$ cat config.mk
export PLATFORM = sky130hd
export DESIGN_NAME = layer_lut_pipe
export DESIGN_NICKNAME = d
export VERILOG_FILES = /design/src/rtl/layer_lut_pipe.sv
export SDC_FILE = /design/constraint.sdc
export NUM_CORES = 1
export LEC_CHECK = 0
export CORE_MARGIN = 4
export CORE_UTILIZATION = 40
export CTS_CLUSTER_DIAMETER = 30
export CTS_CLUSTER_SIZE = 30
export DETAILED_ROUTE_END_ITERATION = 8
export SYNTH_ARGS = -nofsm -noshare
export SYNTH_HDL_FRONTEND = slang
export SYNTH_SLANG_ARGS = --single-unit
$ cat constraint.sdc
create_clock -name clk -period 2.3 [get_ports clk]
set_input_delay 0.69 -clock clk [delete_from_list [all_inputs] [get_ports clk]]
set_output_delay 0.69 -clock clk [all_outputs]
set_load 0.005 [all_outputs]
$ cat src/rtl/layer_lut_pipe.sv
// Layer of independent neuron lookup tables behind a two-stage valid/ready pipeline.
// S1 captures the input vector; S2 registers the per-neuron table lookups.
module layer_lut_pipe #(
  parameter int NEURONS = 4,
  parameter int IN_W    = 4,
  parameter int OUT_W   = 2,
  parameter int NB      = (NEURONS > 1) ? $clog2(NEURONS) : 1
) (
  input  logic                     clk,
  input  logic                     rst,
  input  logic                     cfg_we,
  input  logic [NB-1:0]            cfg_neuron,
  input  logic [IN_W-1:0]          cfg_addr,
  input  logic [OUT_W-1:0]         cfg_data,
  input  logic                     in_valid,
  output logic                     in_ready,
  input  logic [NEURONS*IN_W-1:0]  in_data,
  output logic                     out_valid,
  input  logic                     out_ready,
  output logic [NEURONS*OUT_W-1:0] out_data,
  output logic [15:0]              lookup_cnt
);

  localparam int DEPTH = 1 << IN_W;

  logic                     adv1;
  logic                     adv2;
  logic                     s1_valid_q, s1_valid_d;
  logic [NEURONS*IN_W-1:0]  s1_data_q,  s1_data_d;
  logic                     out_valid_q, out_valid_d;
  logic [NEURONS*OUT_W-1:0] out_data_q,  out_data_d;
  logic [NEURONS*OUT_W-1:0] lut_rd;
  logic [15:0]              cnt_q, cnt_d;

  // Select values at or above NEURONS never match a generated index, so such writes are dropped.
  for (genvar gi = 0; gi < NEURONS; gi++) begin : g_neuron
    logic [OUT_W-1:0] mem [DEPTH];

    always_ff @(posedge clk) begin
      if (cfg_we && (cfg_neuron == NB'(gi))) begin
        mem[cfg_addr] <= cfg_data;
      end
    end

    assign lut_rd[gi*OUT_W +: OUT_W] = mem[s1_data_q[gi*IN_W +: IN_W]];
  end

  assign adv2     = !out_valid_q || out_ready;
  assign adv1     = !s1_valid_q || adv2;
  assign in_ready = adv1 && !cfg_we;

  always_comb begin
    s1_valid_d  = s1_valid_q;
    s1_data_d   = s1_data_q;
    out_valid_d = out_valid_q;
    out_data_d  = out_data_q;
    cnt_d       = cnt_q;
    if (adv2) begin
      out_valid_d = s1_valid_q;
      out_data_d  = lut_rd;
    end
    if (adv1) begin
      s1_valid_d = in_valid && in_ready;
      s1_data_d  = in_data;
    end
    if (out_valid_q && out_ready && (cnt_q != 16'hFFFF)) begin
      cnt_d = cnt_q + 16'd1;
    end
  end

  always_ff @(posedge clk) begin
    if (rst) begin
      s1_valid_q  <= 1'b0;
      s1_data_q   <= '0;
      out_valid_q <= 1'b0;
      out_data_q  <= '0;
      cnt_q       <= 16'd0;
    end else begin
      s1_valid_q  <= s1_valid_d;
      s1_data_q   <= s1_data_d;
      out_valid_q <= out_valid_d;
      out_data_q  <= out_data_d;
      cnt_q       <= cnt_d;
    end
  end

  assign out_valid  = out_valid_q;
  assign out_data   = out_data_q;
  assign lookup_cnt = cnt_q;

endmodule

After elaboration in Yosys (flattened, before gate mapping)
Memories as Yosys holds them, arrays and structs flattened. A register that Yosys moved wholly into a read port is not among the register bits.
Cells that the tools add are included.
{ "word_totals": {"inputBits": 29, "regBits": 34, "mem_count": 4, "ram_bits": 128, "word_cells": 35, "output_inout_bits": 26} }
{ "mem_list": {"columns": ["name", "depth", "word_bits", "rd", "rd_ports_with_merged_regs", "write_ports", "line", "source"], "rows": [
  ["g_neuron[0].mem", 16, 2, 1, 1, 1, "37", "logic [OUT_W-1:0] mem [DEPTH];"],
  ["g_neuron[1].mem", 16, 2, 1, 1, 1, "37", null],
  ["g_neuron[2].mem", 16, 2, 1, 1, 1, "37", null],
  ["g_neuron[3].mem", 16, 2, 1, 1, 1, "37", null]
]} }
{ "classes": {"reduce_logical": 14, "n_addsub": 1, "mux": 8, "eq_ne": 4} }
{ "ops": {"columns": ["op", "n"], "rows": [
  ["$add 16x1->16 const B", 1],
  ["$ne 16x16->1 const B", 1],
  ["$logic_and 1x1->1", 8],
  ["$mux 1", 8],
  ["$eq 2x2->1 const B", 2],
  ["$logic_not 1->1", 3],
  ["$eq 2x1->1 const B", 1],
  ["$logic_not 2->1", 1],
  ["$logic_or 1x1->1", 2]
]} }

Logic depth before layout (Yosys ltp)
Gate-level depths: netlist of run 1.
{ "logic_depth": {"ltp_word": 5, "ltp_mapped": 6, "mapped_depth_nobuf": 5} }

Least setup slack after synthesis of run 1
OpenSTA, ideal clock, no wires.
{ "synth_path": {"kind": "input to output", "startpoint": "input port out_ready", "endpoint": "output port in_ready", "t_required_ns": 1.610, "n_path_buf": 2, "slack_ns": 0.085, "stages": 5, "arrival_ns": 1.525, "cell_sequence": "nor2b_1 and2_1 clkbuf_1 clkbuf_1 nor2_1"} }
{ "synth_via": {"elab_chain_cells": 3} }
{ "synth_rtl": {"columns": ["element", "line", "source"], "rows": [
  ["start: declaration", "19", "input logic out_ready,"],
  ["$logic_or 1x1->1", "48", "assign adv2 = !out_valid_q || out_ready;"],
  ["$logic_or 1x1->1", "49", "assign adv1 = !s1_valid_q || adv2;"],
  ["$logic_and 1x1->1", "50", "assign in_ready = adv1 && !cfg_we;"],
  ["end: declaration", "16", "output logic in_ready,"]
]} }
No other way between the ends.

Worst setup path in the final report of run 1
{ "layout_path": {"startpoint": "register cnt_q[4], in the netlist lookup_cnt[4]", "endpoint": "output port lookup_cnt[4]"} }
{ "layout_rtl": {"columns": ["element", "line", "source"], "rows": [
  ["start: declaration", "33", "logic [15:0] cnt_q, cnt_d;"],
  ["start signal: assignment", "83", "cnt_q <= cnt_d;"],
  ["end: declaration", "21", "output logic [15:0] lookup_cnt"]
]} }
No word-level cell between the ends.

==> impl_metrics.json, run 1 <==
{
  "yosysSeqAreaShare": 0.655,
  "fmax_mhz": 456,
  "yosys_most_used_dff": "edfxtp_1",
  "rsz0062_at_grt": "no",
  "power.internal_uw": 5120,
  "worstPathArrival_ns": 1.51,
  "pwr-share-seq": 0.514,
  "drc": 0,
  "hold_depth": 2,
  "min_from": "s1_data_q[8]",
  "path_buf_inv": 1,
  "cp-end-kind": "output port",
  "cts_sinks": 170,
  "routed_via_density": 5.45,
  "r2r_cells": 5,
  "grt_pass1_wl_um": 26300,
  "hp-class": "reg -> reg",
  "die_w_um": 142,
  "first_global_vias": 4875,
  "core_um2": 17400,
  "gr-usage-all-layers": 0.174,
  "critPathRequiredTime_ns": 1.61,
  "synthToLayoutAreaGrowth_pct": 22.9,
  "period_minus_slack_ns": 2.20,
  "synth.avg_cell_area_um2": 12.3,
  "fill_cells": 1561,
  "start_util": 0.411,
  "clk_pin_slew_ns": 0.06,
  "crit_path_max_incr_delay_ns": 0.58,
  "yosysTopAreaCellShare": 0.537,
  "setup_tns_ns": 0,
  "io-pin-count": 55,
  "crit_slowest_cell": "clkdlybuf4s50_1",
  "grt_max_degree": 65,
  "syn_nets": 612,
  "synthTopCellsByArea": "edfxtp_1 54%, dfxtp_1 12%, mux2i_1 9.1%",
  "slew_headroom": 0.712,
  "status": "finished, final reports clean",
  "num_rows": 48,
  "maxCapViolCount": 0,
  "ys_warn_count": 0,
  "clkLatencyLatePin_ns": 0.43,
  "synth_edf_count": 128,
  "slew_viol_final": 0,
  "ys_types": 40,
  "synthArstFlopShare": 0,
  "place_ws_ns": -0.504,
  "final_layout_size_suffix_gt1_frac": 0.113,
  "wl_um": 16900,
  "wl_per_cell_um": 18.6,
  "r2r_setup_slack_ns": 0.39,
  "drt_iter0_markers": 389,
  "hold_violations": 0,
  "vias": 4951,
  "drt_pass1_iterations": 5,
  "place_congestion": 0.835,
  "synthTopCellsByCount": "128 x edfxtp_1, 80 x nor2_1, 74 x nand2_1",
  "min_to": "s1_data_q[8]",
  "cts_tree": "done",
  "start_kind": "flop",
  "fin_skew_ns": 0.00490,
  "io_buffers": 54,
  "p_leak_uw": 0.00293,
  "p_switching_uw": 1440,
  "netlist_area_um2": 7160,
  "finalSetupViolations": 0,
  "antenna_found_initial": 0,
  "ys_ff_latch": 170,
  "p_clk_frac": 0.425,
  "swShare": 0.220,
  "combPwrFrac": 0.061,
  "cts-htree-levels": 4,
  "final.period_utilization": 0.954,
  "overflow": 0,
  "worstPathCellList": "clkdlybuf4s50_1",
  "critPathMaxFanout": 8,
  "setup_ws_ns": 0.105,
  "power_density_nw_per_um2": 747,
  "yosysMostFrequentCell": "edfxtp_1",
  "ctsLongestPathBuffers": 2,
  "antennaDiodeCount": 0,
  "crit_family": "buffers and inverters",
  "r2r_end": "lookup_cnt[11]",
  "yosys.area.top_type": "edfxtp_1",
  "numCtsBuffers": 17,
  "antenna_left": 0,
  "r2r_start": "lookup_cnt[0]",
  "syn_inst": 582,
  "clock-root-buffer": "clkbuf_16",
  "die_h_um": 142,
  "path_class": "reg -> out",
  "tightestPinTransition_ns": 0.428,
  "layout.nets": 701,
  "dp_hpwl_um": 11500,
  "peakVddDrop_uv": 530,
  "die_area_um2": 20100
}
flip-flops by register name, indices dropped and copies added, names as in the netlist:
| name | count |
|---|---|
| g_neuron.mem | 128 |
| lookup_cnt | 16 |
| out_data | 8 |
| out_valid | 1 |
| s1_data_q | 16 |
| s1_valid_q | 1 |
cell type report:
cell class | count | area (um2) | share of cell area
flip-flops and latches | 170 | 4680 | 0.532
multi-input cells | 385 | 2360 | 0.269
repair buffers | 93 | 877 | 0.0997
clock buffers | 18 | 429 | 0.0488
well taps | 225 | 282 | 0.0320
clock inverters | 14 | 148 | 0.0168
inverters | 4 | 15.0 | 0.00171
layer usage:
layer	global-route usage	share of wire
met5	0	0
met3	0.0408	0.057
met1	0.241	0.46
met4	0.0697	0.022
met2	0.265	0.46
power by group through the flow:
stage                     clock [uW]  sequential (uW)  combinational [uW]
after global placement             0             3440                 398
after floorplan                    0             3430                 189
final                           2790             3370                 404
after detailed placement           0             3440                 408
after CTS                       2840             3370                 408
after global routing            2990             3380                 440
what timing repair did:
item | CTS | global route
setup endpoints to repair | 1 | 0
hold buffers | 0 | 0
gates resized for setup | 6 | 0
setup buffers | 0 | 0
cells in the final DEF (no fill, tap or decap), types with 3 or more instances in the layout:
| master | count |
|---|---|
| nor2b_1 | 16 |
| and2_1 | 6 |
| nor2_1 | 79 |
| or4_1 | 5 |
| or3_1 | 4 |
| nand4_1 | 13 |
| and4_1 | 3 |
| clkbuf_16 | 17 |
| mux2_1 | 3 |
| a21oi_1 | 26 |
| nor3b_1 | 4 |
| clkdlybuf4s50_1 | 52 |
| edfxtp_1 | 128 |
| inv_1 | 4 |
| dfxtp_1 | 42 |
| nand3_1 | 30 |
| buf_4 | 35 |
| o21ai_0 | 3 |
| o31ai_1 | 5 |
| mux2i_1 | 65 |
| buf_12 | 4 |
| nand2_1 | 74 |
| a22oi_1 | 24 |
| clkinvlp_4 | 5 |
| nor3_1 | 4 |
logic make-up (layout without fill, tap and decap cells):
logic type	count (synthesis)	count (layout)	share of synthesized area
compound gates	65	65	0.0586
fa+ha+maj	1	1	0.00175
buf+inv	27	129	0.0157
flops	170	170	0.655
mux	68	68	0.0956
simple gates	251	251	0.174
worst max-delay path by stage:
| stage | start | to | slack (ns) | cells past startpoint |
|---|---|---|---|---|
| after global placement | out_ready | in_ready | -0.53 | 5 |
| after floorplan | out_ready | in_ready | 0.09 | 5 |
| after global routing | lookup_cnt[4] | lookup_cnt[4] | 0.06 | 1 |
| final | lookup_cnt[4] | lookup_cnt[4] | 0.10 | 1 |
| after detailed placement | out_ready | in_ready | -0.50 | 5 |
| after CTS | lookup_cnt[4] | lookup_cnt[4] | 0.08 | 1 |
per-stage QoR:
| stage | hold WS [ns] | instances | power, uW | instance area, um2 | utilization |
|---|---|---|---|---|---|
| after CTS | 0.474 | 909 | 6620 | 8800 | 0.505 |
| after global placement | 0.456 | 877 | 3840 | 8220 | 0.472 |
| after detailed placement | 0.459 | 877 | 3850 | 8220 | 0.472 |
| final | 0.476 | 909 | 6570 | 8800 | 0.505 |
| after global routing | 0.510 | 909 | 6800 | 8800 | 0.505 |
| after floorplan | 0.441 | 582 | 3620 | 7160 | - |
No activity file was read; power rests on OpenSTA's default activity.
==> inputs of run 2 (changes only) <==
- CORE_MARGIN: 4 -> 8
- CORE_UTILIZATION: 40 -> 55
- PLACE_DENSITY: default -> 0.76
==> run 2 against run 1 <==
  * Clock skew up 0.0041 ns
  * Via count up 1.9%
  * Power down 1.1%
  * Global-route usage up 3.1 points
  * Sequential power about the same
  * Register-to-register slack about the same
  * Fmax down 0.62%
  * Critical path type is now in -> out
  * Largest cell class unchanged
==> impl_metrics.json, run 2 (synthesis results as in run 1) <==
{
  "status": "finished, final reports clean",
  "p_clk_frac": 0.419,
  "hold_violations": 0,
  "fmax_mhz": 453,
  "final.period_utilization": 0.960,
  "cp-end-kind": "output port",
  "wl_um": 16500,
  "start_util": 0.565,
  "p_leak_uw": 0.00294,
  "r2r_start": "lookup_cnt[0]",
  "antenna_found_initial": 0,
  "num_rows": 41,
  "r2r_setup_slack_ns": 0.40,
  "slew_headroom": 0.717,
  "grt_pass1_wl_um": 26000,
  "antenna_left": 0,
  "cts-htree-levels": 4,
  "hold_slack_ns": 0.463,
  "first_global_vias": 5049,
  "clock-root-buffer": "clkbuf_16",
  "antennaDiodeCount": 0,
  "peakVddDrop_uv": 617,
  "io_buffers": 54,
  "layout.nets": 704,
  "slew_viol_final": 0,
  "place_ws_ns": -0.466,
  "drc": 0,
  "critPathRequiredTime_ns": 1.61,
  "fill_cells": 919,
  "crit_slowest_cell": "dlygate4sd2_1",
  "worstPathCellList": "dlygate4sd2_1, nor2b_2, and2_4, nor2_1, clkdlybuf4s15_1",
  "combPwrFrac": 0.062,
  "placed_area_um2": 8150,
  "drt_pass1_iterations": 5,
  "routed_via_density": 5.88,
  "final_area_um2": 8730,
  "tightestPinTransition_ns": 0.421,
  "numCtsBuffers": 17,
  "final_common_cell": "edfxtp_1",
  "drt_iter0_markers": 598,
  "power.internal_uw": 5110,
  "worstPathArrival_ns": 1.52,
  "path_class": "in -> out",
  "top_register": "g_neuron.mem",
  "die_h_um": 130,
  "setup_tns_ns": 0,
  "maxCapViolCount": 0,
  "power_density_nw_per_um2": 744,
  "dp_hpwl_um": 11300,
  "clkLatencyLatePin_ns": 0.43,
  "core_um2": 12700,
  "period_minus_slack_ns": 2.21,
  "overflow": 0,
  "synthToLayoutAreaGrowth_pct": 22.0,
  "io-pin-count": 55,
  "rsz0062_at_grt": "no",
  "wl_per_cell_um": 19.2,
  "p_switching_uw": 1390,
  "multi_input_area_um2": 2360,
  "die_w_um": 130,
  "cts_tree": "done",
  "place_congestion": 0.883,
  "cts_sinks": 170,
  "start_kind": "primary input",
  "clk_pin_slew_ns": 0.06,
  "seq_area_um2": 4680,
  "finalSetupViolations": 0,
  "hold_depth": 2,
  "die_area_um2": 16900,
  "setup_ws_ns": 0.0909,
  "min_to": "out_data[0]",
  "r2r_cells": 5,
  "critPathMaxFanout": 2,
  "r2r_end": "lookup_cnt[11]",
  "final_layout_size_suffix_gt1_frac": 0.112,
  "largest_reg_flops": 128,
  "hp-class": "reg -> reg",
  "grt_max_degree": 65,
  "swShare": 0.213,
  "vias": 5045,
  "final_cell_mix": "128 x edfxtp_1, 80 x nor2_1, 74 x nand2_1",
  "crit_path_max_incr_delay_ns": 0.26,
  "finalPower_uw": 6500,
  "pwr-share-seq": 0.519,
  "min_from": "out_data[0]",
  "gr-usage-all-layers": 0.205,
  "fin_skew_ns": 0.00904,
  "ctsLongestPathBuffers": 2
}
## run 2: repair_timing
item / 4_1_cts / 5_1_grt
endpoints found under the setup margin: 1 / 1
setup buffers: 2 / 1
hold endpoints to repair: 0 / 0
resized for setup: 5 / 1
hold buffers: 0 / 0
## run 2: power groups by stage
stage	Sequential [uW]	Clock (uW)	Combinational (uW)
finish	3370	2720	404
detailed placement	3440	0	401
floorplan	3430	0	189
global placement	3430	0	390
CTS	3370	2750	404
global route	3370	2880	436
## run 2: worst max path at each step
stage               from       end  depth (start not counted)
2_1_floorplan  out_ready  in_ready                          5
3_3_place_gp   out_ready  in_ready                          5
3_5_place_dp   out_ready  in_ready                          5
4_1_cts        out_ready  in_ready                          5
5_1_grt        out_ready  in_ready                          5
6_report       out_ready  in_ready                          5
## run 2: metal layers
layer	share of wire	routed length [um]	GRT usage	vias to the layer above
met4	0.032	534	0.106	0
met5	0	0	0	-
li1	-	-	-	2343
met2	0.49	7990	0.325	238
met3	0.084	1380	0.0551	37
met1	0.40	6560	0.252	2427
## run 2: metrics by stage
stage          std cells   util
5_1_grt              858  0.689
3_5_place_dp         824  0.643
3_3_place_gp         824  0.643
2_1_floorplan        582      -
4_1_cts              857  0.688
6_report             858  0.689
## run 2: worst max-delay path, delay by kind of cell
family	cells	cell delay, ns
buffers and inverters	2	0.46
and+or+nand+nor	3	0.38
## run 2: area by class of cell
cell class / instances / share of cell area
timing repair buffer: 96 / 0.102
tap: 172 / 0.0246
clock inverter: 12 / 0.0146
inverter: 4 / 0.00172
clock buffer: 19 / 0.0496
sequential: 170 / 0.536
multi-input combinational: 385 / 0.271
==> inputs of run 3 (changes only) <==
- CTS_CLUSTER_DIAMETER: 30 -> 80
- SETUP_SLACK_MARGIN: default -> 0.3
==> run 3 against run 2 <==
  * Core utilization is 0.81 points higher
  * Final cell count did not move
  * Critical path depth unchanged
  * First-iteration DRC count shrank 14%
  * Routed wire length is 2.4% higher
  * Die area unchanged
  * Non-clock buffer count shrank 1
  * Combinational power barely moved
  * Fmax is 12% higher
  * Clock skew rose by 0.00050 ns
  * Final area rose by 1.2%
  * Highest routed layer unchanged
==> impl_metrics.json, run 3 (synthesis results as in run 1) <==
{
  "fmax_mhz": 508,
  "crit_path_max_incr_delay_ns": 0.53,
  "slew_headroom": 0.683,
  "antenna_left": 0,
  "maxCapViolCount": 0,
  "grt_pass1_wl_um": 26300,
  "tightestPinTransition_ns": 0.471,
  "clkLatencyLatePin_ns": 0.43,
  "place_congestion": 0.826,
  "power_density_nw_per_um2": 758,
  "start_kind": "primary input",
  "clock-root-buffer": "clkbuf_16",
  "die_h_um": 130,
  "layout.nets": 703,
  "largest_reg_flops": 128,
  "worstPathCellList": "clkdlybuf4s50_1, nor2b_1, nand3_1, buf_4, nor2_1",
  "overflow": 0,
  "drc": 0,
  "antennaDiodeCount": 0,
  "ctsLongestPathBuffers": 2,
  "core_um2": 12700,
  "hp-class": "reg -> reg",
  "vias": 5084,
  "gr-usage-all-layers": 0.209,
  "grt_max_degree": 65,
  "cts_tree": "done",
  "dp_hpwl_um": 11400,
  "cp-end-kind": "flop",
  "first_global_vias": 5084,
  "critPathMaxFanout": 4,
  "rsz0062_at_grt": "yes",
  "die_area_um2": 16900,
  "num_rows": 41,
  "place_ws_ns": -0.454,
  "drt_iter0_markers": 515,
  "final.period_utilization": 0.856,
  "setup_tns_ns": 0,
  "antenna_found_initial": 0,
  "wl_um": 16900,
  "io-pin-count": 55,
  "final_layout_size_suffix_gt1_frac": 0.155,
  "clk_pin_slew_ns": 0.07,
  "status": "finished, final reports clean",
  "critPathRequiredTime_ns": 2.42,
  "path_class": "in -> reg",
  "crit_slowest_cell": "clkdlybuf4s50_1",
  "drt_pass1_iterations": 6,
  "fin_skew_ns": 0.00954,
  "routed_via_density": 5.93,
  "setup_ws_ns": 0.331,
  "cts-htree-levels": 4,
  "start_util": 0.565,
  "peakVddDrop_uv": 618,
  "final_cell_mix": "128 x edfxtp_1, 79 x nor2_1, 73 x nand2_1",
  "slew_viol_final": 0,
  "top_register": "g_neuron.mem",
  "wl_per_cell_um": 19.7,
  "synthToLayoutAreaGrowth_pct": 23.4,
  "cts_sinks": 170,
  "finalSetupViolations": 0,
  "hold_violations": 0,
  "die_w_um": 130,
  "numCtsBuffers": 17,
  "period_minus_slack_ns": 1.97,
  "io_buffers": 54,
  "final_common_cell": "edfxtp_1",
  "p_leak_uw": 0.00316,
  "worstPathArrival_ns": 2.09
}
run 3: cell count changes in the layout (fill, tap and decap cells not counted), moves of 5 or more:
cell | before | now
clkdlybuf4s50_1 | 52 | 29
dfxtp_1 | 42 | 24
dfxtp_2 | 0 | 5
dfxtp_4 | 0 | 13
dlygate4sd2_1 | 1 | 16
dlymetal6s2s_1 | 0 | 7
inv_6 | 0 | 6
run 3: final timing paths:
kind         slack [ns]                     end  cells past startpoint           from
max                0.33  g_neuron[2].mem[14][1]                      5    cfg_addr[1]
min                0.46             out_data[2]                      2    out_data[2]
max reg2reg        0.56          lookup_cnt[11]                      5  lookup_cnt[0]
min reg2reg        0.46             out_data[2]                      2    out_data[2]
run 3: through the flow:
stage | util | hold WS [ns] | area [um2] | power, uW | std cells
final | 0.697 | 0.462 | 8830 | 6700 | 858
after CTS | 0.695 | 0.472 | 8800 | 6730 | 858
after floorplan | - | 0.441 | 7170 | 3620 | 582
after global placement | 0.643 | 0.453 | 8150 | 3830 | 825
after detailed placement | 0.643 | 0.453 | 8150 | 3840 | 825
after global routing | 0.697 | 0.495 | 8830 | 6900 | 858
run 3: critical path, delay by kind of cell:
kind	cells	cell delay, ns
and+or+nand+nor	3	0.68
buffers and inverters	2	0.72
run 3: cell type report:
class	instances	area [um2]
clock inverter	15	186
tap	172	215
fill	902	3840
timing repair buffer	95	873
inverter	4	15.0
multi-input combinational	385	2380
clock buffer	17	425
sequential	170	4740
run 3: metal layers:
layer | wire, um | part of all wire | vias to the layer above | GRT usage
li1 | - | - | 2346 | -
met1 | 6690 | 0.40 | 2439 | 0.250
met2 | 8170 | 0.48 | 261 | 0.337
met3 | 1490 | 0.088 | 38 | 0.0592
met4 | 517 | 0.031 | 0 | 0.109
met5 | 0 | 0 | - | 0
run 3: report_power, final:
part / switching (uW) / internal (uW) / total, uW
registers: 30.0 / 3330 / 3360
logic: 225 / 182 / 407
clock network: 1210 / 1730 / 2940
total: 1460 / 5240 / 6700
run 3: timing repair:
item | 4_1_cts | 5_1_grt
pin swaps | 1 | 1
buffers inserted | 1 | 0
endpoints found under the setup margin | 21 | 38
cloned | 0 | 0
hold buffers | 0 | 0
gates resized for setup | 57 | 13
==> variant 1 (flow settings as in run 1) <==
Register the inputs `cfg_we`, `cfg_neuron`, `cfg_addr` and `cfg_data` before use, with the module's reset. The logic sees them one clock later. The other inputs are not delayed to match.
--- a/src/rtl/layer_lut_pipe.sv
+++ b/src/rtl/layer_lut_pipe.sv
@@ -23,6 +23,25 @@
 
   localparam int DEPTH = 1 << IN_W;
 
+  logic cfg_we_q;
+  logic [NB-1:0] cfg_neuron_q;
+  logic [IN_W-1:0] cfg_addr_q;
+  logic [OUT_W-1:0] cfg_data_q;
+
+  always_ff @(posedge clk) begin
+    if (rst) begin
+      cfg_we_q     <= '0;
+      cfg_neuron_q <= '0;
+      cfg_addr_q   <= '0;
+      cfg_data_q   <= '0;
+    end else begin
+      cfg_we_q     <= cfg_we;
+      cfg_neuron_q <= cfg_neuron;
+      cfg_addr_q   <= cfg_addr;
+      cfg_data_q   <= cfg_data;
+    end
+  end
+
   logic                     adv1;
   logic                     adv2;
   logic                     s1_valid_q, s1_valid_d;
@@ -37,8 +56,8 @@
     logic [OUT_W-1:0] mem [DEPTH];
 
     always_ff @(posedge clk) begin
-      if (cfg_we && (cfg_neuron == NB'(gi))) begin
-        mem[cfg_addr] <= cfg_data;
+      if (cfg_we_q && (cfg_neuron_q == NB'(gi))) begin
+        mem[cfg_addr_q] <= cfg_data_q;
       end
     end
 
@@ -47,7 +66,7 @@
 
   assign adv2     = !out_valid_q || out_ready;
   assign adv1     = !s1_valid_q || adv2;
-  assign in_ready = adv1 && !cfg_we;
+  assign in_ready = adv1 && !cfg_we_q;
 
   always_comb begin
     s1_valid_d  = s1_valid_q;
Behaviour: not the same (a bounded check fails within 4 cycles, from zero or initial values and one cycle with rst high).
==> variant 1 against run 1 <==
- combinational power down 8.7%
- maximum frequency is 0.44% higher
- power increased by 5.1%
- area after synthesis increased by 2.1%
- critical path depth is 4 higher
- sequential cell count is 9 higher
- cell count shrank 0.55%
- synthesized cell count up 2.4%
- sequential share of layout area rose by 2.2 points
- count of clock-buffer cells in the layout is 2 higher
- design area is 0.21% lower
- routed wire length decreased by 1.3%
- register-to-register slack got worse by 0.14 ns
- worst setup slack improved by 0.0096 ns
- critical endpoint is now in_ready
- largest power group unchanged
- highest routed layer unchanged
==> variant 1: results (changes against run 1) <==
[placed_design]
dp_hpwl_mm = 11.1  ; -3.2%
gp_congestion = 0.818  ; -2.1%
placed_area_um2 = 8160  ; -0.75%

[power]
max-vdd-ir-drop_v = 0.000559  ; +5.4%
leakage_nw = 2.71  ; -7.4%

[route]
drtIter0Drc = 473  ; +22%
wl_per_cell_um = 18.4  ; -0.80%
vias_per_cell = 5.34  ; -2.0%

[finish]
multi_input_area_um2 = 2320  ; -1.8%
final_net_count = 692  ; -1.3%
drive_above_1_share_pct = 9.33  ; -1.9 points
n_fill_cell = 1605  ; +2.8%

[timing]
finClkSkew_ns = 0.00888  ; +0.00398 ns
slew_headroom_pct = 50.8  ; -20 points

[yosys]
synthMuxAreaShare_pct = 8.90  ; -0.66 points
synth_xor_area_share_pct = 0.120  ; +0.12 points
synth-compound-area-share_pct = 6.06  ; +0.20 points
synthTopCellsByArea = edfxtp_1, dfxtp_1, mux2i_1
synth_commonest_cells = edfxtp_1, nor2_1, nand2_1
async_flop_share_pct = 0  ; unchanged
synth_cell_types = 36  ; -10%
syn-num-nets = 626  ; +2.3%
ys_seq_area_share_pct = 66.6  ; +1.1 points
synthAdderAreaFrac_pct = 0.171  ; -0.0037 points

[setup_path]
crit_arrival_ns = 1.50
max_stage_delay_ns = 0.26  ; -0.32 ns
slowest_stage = dlygate4sd2_1

[global_routing]
grt_usage_pct = 16.9  ; -0.46 points
grt_pass1_wl_mm = 26.0  ; -1.4%
grt_pass1_vias = 4891  ; +0.33%

[status]
status = complete, no violations

[variant 1: changes by cell type in the layout (fill, tap and decap cells not counted), sizes merged, moves of 4 or more]
| cell | change |
|---|---|
| buf | -19 |
| dfxtp | +9 |
| nor2b | +7 |
| a21oi | +5 |
| nand3 | -4 |
[variant 1: kinds of logic after synthesis]
| group | count (synthesis) |
|---|---|
| AND/OR/NAND/NOR | 250 |
| flip-flops | 179 |
| XOR/XNOR | 1 |
| multiplexers | 65 |
| AO/OA/AOI/OAI | 70 |
| adder cells (fa/ha/maj) | 1 |
| buffers and inverters | 30 |
[variant 1: cell type report]
cell class / instances / share of cell area [%]
repair buffers: 74 / 7.74
inverters: 3 / 0.128
clock inverters: 12 / 1.94
well taps: 229 / 3.26
multi-input cells: 387 / 26.4
flip-flops and latches: 179 / 55.4
clock buffers: 20 / 5.09
[variant 1: path summary, 6_finish.rpt]
check / startpoint / to / slack, ns / cells after the start
setup / recovery: out_ready / in_ready / 0.11 / 5
hold / removal: out_data[1]$_SDFFE_PP0P_ / out_data[1]$_SDFFE_PP0P_ / 0.46 / 2
setup reg to reg: lookup_cnt[0]$_SDFFE_PP0P_ / lookup_cnt[10]$_SDFFE_PP0P_ / 0.25 / 5
hold reg to reg: out_data[1]$_SDFFE_PP0P_ / out_data[1]$_SDFFE_PP0P_ / 0.46 / 2
[variant 1: repair_timing]
item / CTS / global route
hold buffers: 0 / 0
cloned: 0 / 0
setup endpoints to repair: 1 / 1
pin swaps: 1 / 1
gates resized for setup: 5 / 1
[variant 1: stage by stage]
stage	setup TNS, ns	hold WS [ns]	setup slack [ns]	total power [W]	std cells
floorplan	0	0.441	0.0792	0.00380	596
global placement	-2.13	0.450	-0.529	0.00397	872
detailed placement	-2.38	0.455	-0.500	0.00398	872
CTS	0	0.472	0.0261	0.00697	904
global route	0	0.493	0.0889	0.00714	904
finish	0	0.463	0.114	0.00691	904
[variant 1: layer usage]
layer | global-route usage, % | vias to the layer above | part of all wire, %
li1 | - | 2327 | -
met1 | 22.2 | 2303 | 44
met2 | 27.3 | 164 | 46
met3 | 4.55 | 33 | 7.1
met4 | 5.85 | 0 | 2.5
met5 | 0 | - | 0
[variant 1: tightest hold or removal path: cells and delay by family (launching register included)]
kind          cells  cell delay [ns]
flops             1             0.33
simple gates      2             0.11
[variant 1: power by group]
| part | leakage (nW) | switching, W | internal [W] |
|---|---|---|---|
| logic | 0.991 | 0.000206 | 0.000163 |
| registers | 1.43 | 0.0000388 | 0.00350 |
| clock network | 0.297 | 0.00123 | 0.00177 |
| total | 2.71 | 0.00148 | 0.00543 |
==> variant 2 (settings of run 1) <==
Made on the original files. The parameter `OUT_W` goes from 2 to 3.
--- a/src/rtl/layer_lut_pipe.sv
+++ b/src/rtl/layer_lut_pipe.sv
@@ -3,7 +3,7 @@
 module layer_lut_pipe #(
   parameter int NEURONS = 4,
   parameter int IN_W    = 4,
-  parameter int OUT_W   = 2,
+  parameter int OUT_W   = 3,
   parameter int NB      = (NEURONS > 1) ? $clog2(NEURONS) : 1
 ) (
   input  logic                     clk,
Interface: changed (resized cfg_data and out_data); port bits go from 55 to 60. No check against the original RTL was run, so the function may have changed too.
==> variant 2 against run 1 <==
- routed wire length rose by 34%
- maximum frequency shrank 1.4%
- worst setup slack worse by 0.032 ns
- first-iteration DRC count grew 39%
- design area grew 44%
- sequential share of layout area fell by 0.54 points
- sequential cell count grew 68
- register-to-register slack got worse by 0.18 ns
- power up 85%
- largest cell class unchanged
- synthesized cell count up 7.2%
- area after synthesis is 33% higher
- hold slack improved by 0.0043 ns
==> variant 2: results (changes against run 1) <==
[cts]
clock_path_buffers = 3  ; +1
post_cts_resized = 8  ; +2
clk_latency_ns = 0.53  ; +0.10 ns

[route]
met1Wirelength_mm = 9.73  ; +25%
wl_per_cell_um = 20.1  ; +8.0%
wl_met3_mm = 1.51  ; +56%

[status]
status = complete, no violations

[placed_design]
gp_congestion = 0.817  ; -2.2%
placed_area_um2 = 11100  ; +35%
dpl_worst_slack_ns = -0.553  ; -0.0482 ns
dp_cells = 1043  ; +19%

[yosys]
ys_seq_area_share_pct = 70.1  ; +4.6 points
syn-num-nets = 655  ; +7.0%
syn_inst = 624  ; +7.2%
synthTopCellsByArea = edfxtp_1, mux4_2, dfxtp_1
synth_cell_types = 35  ; -13%

[global_routing]
grt_pass1_wl_mm = 35.3  ; +34%
grt_usage_pct = 17.4  ; +0.036 points
use_met2_pct = 27.7  ; +1.2 points
use_met1_pct = 23.5  ; -0.57 points

[setup_path]
critPathMaxFanout = 6  ; -2
crit_arrival_ns = 1.54  ; +0.03 ns
r2r_setup_slack_ns = 0.21  ; -0.18 ns

[finish]
drive_above_1_share_pct = 26.4  ; +15 points
final_cells = 1127  ; +24%
final_net_count = 802  ; +14%
syn_to_final_growth_pct = 33.0
n_fill_cell = 1947  ; +25%

[timing]
timing.hold.ws_ns = 0.480  ; +0.00426 ns
worstMarginPinSlew_ns = 0.630  ; +0.201 ns
timing.final.crit_share_pct = 96.8  ; +1.4 points

[power]
max-vdd-ir-drop_v = 0.000614  ; +16%

-- variant 2: changes by cell type in the layout (fill, tap and decap cells not counted), sizes merged, moves of 8 or more --
| cell | change |
|---|---|
| edfxtp | +64 |
| mux4 | +44 |
| buf | +40 |
| mux2i | -37 |
| clkbuf | +33 |
| a22oi | -24 |
| nand2 | -22 |
| nand3 | -11 |
| a211o | +8 |
| nand4 | -8 |
| o211ai | +8 |
-- variant 2: final timing paths --
path | from | endpoint | cells past startpoint
worst max register to register | lookup_cnt[0]$_SDFFE_PP0P_ | lookup_cnt[14]$_SDFFE_PP0P_ | 5
worst max-delay path | cfg_we | in_ready | 3
worst min-delay path | out_data[8]$_SDFFE_PP0P_ | out_data[8]$_SDFFE_PP0P_ | 1
worst min register to register | out_data[8]$_SDFFE_PP0P_ | out_data[8]$_SDFFE_PP0P_ | 1
-- variant 2: kinds of logic (layout without fill, tap and decap cells) --
kind of cell,count (synthesis),in the layout,synth area share (%)
multiplexers,74,74,13.6
adder cells (fa/ha/maj),1,1,0.131
flip-flops,238,238,70.1
other,0,2,0
AND/OR/NAND/NOR,208,208,10.2
AO/OA/AOI/OAI,65,65,4.33
buffers and inverters,38,220,1.65
-- variant 2: final cells by class --
type / instances / share of cell area [%]
flip-flops and latches: 238 / 52.7
multi-input cells: 348 / 21.3
repair buffers: 135 / 9.99
clock buffers: 51 / 9.21
clock inverters: 31 / 3.47
well taps: 319 / 3.15
inverters: 3 / 0.0888
diodes: 2 / 0.0395
-- variant 2: report_power, final --
group / switching [W] / leakage (nW) / internal, W
sequential: 0.0000494 / 2.11 / 0.00472
combinational: 0.000264 / 1.39 / 0.000269
clock: 0.00225 / 0.770 / 0.00461
total: 0.00256 / 4.26 / 0.00960
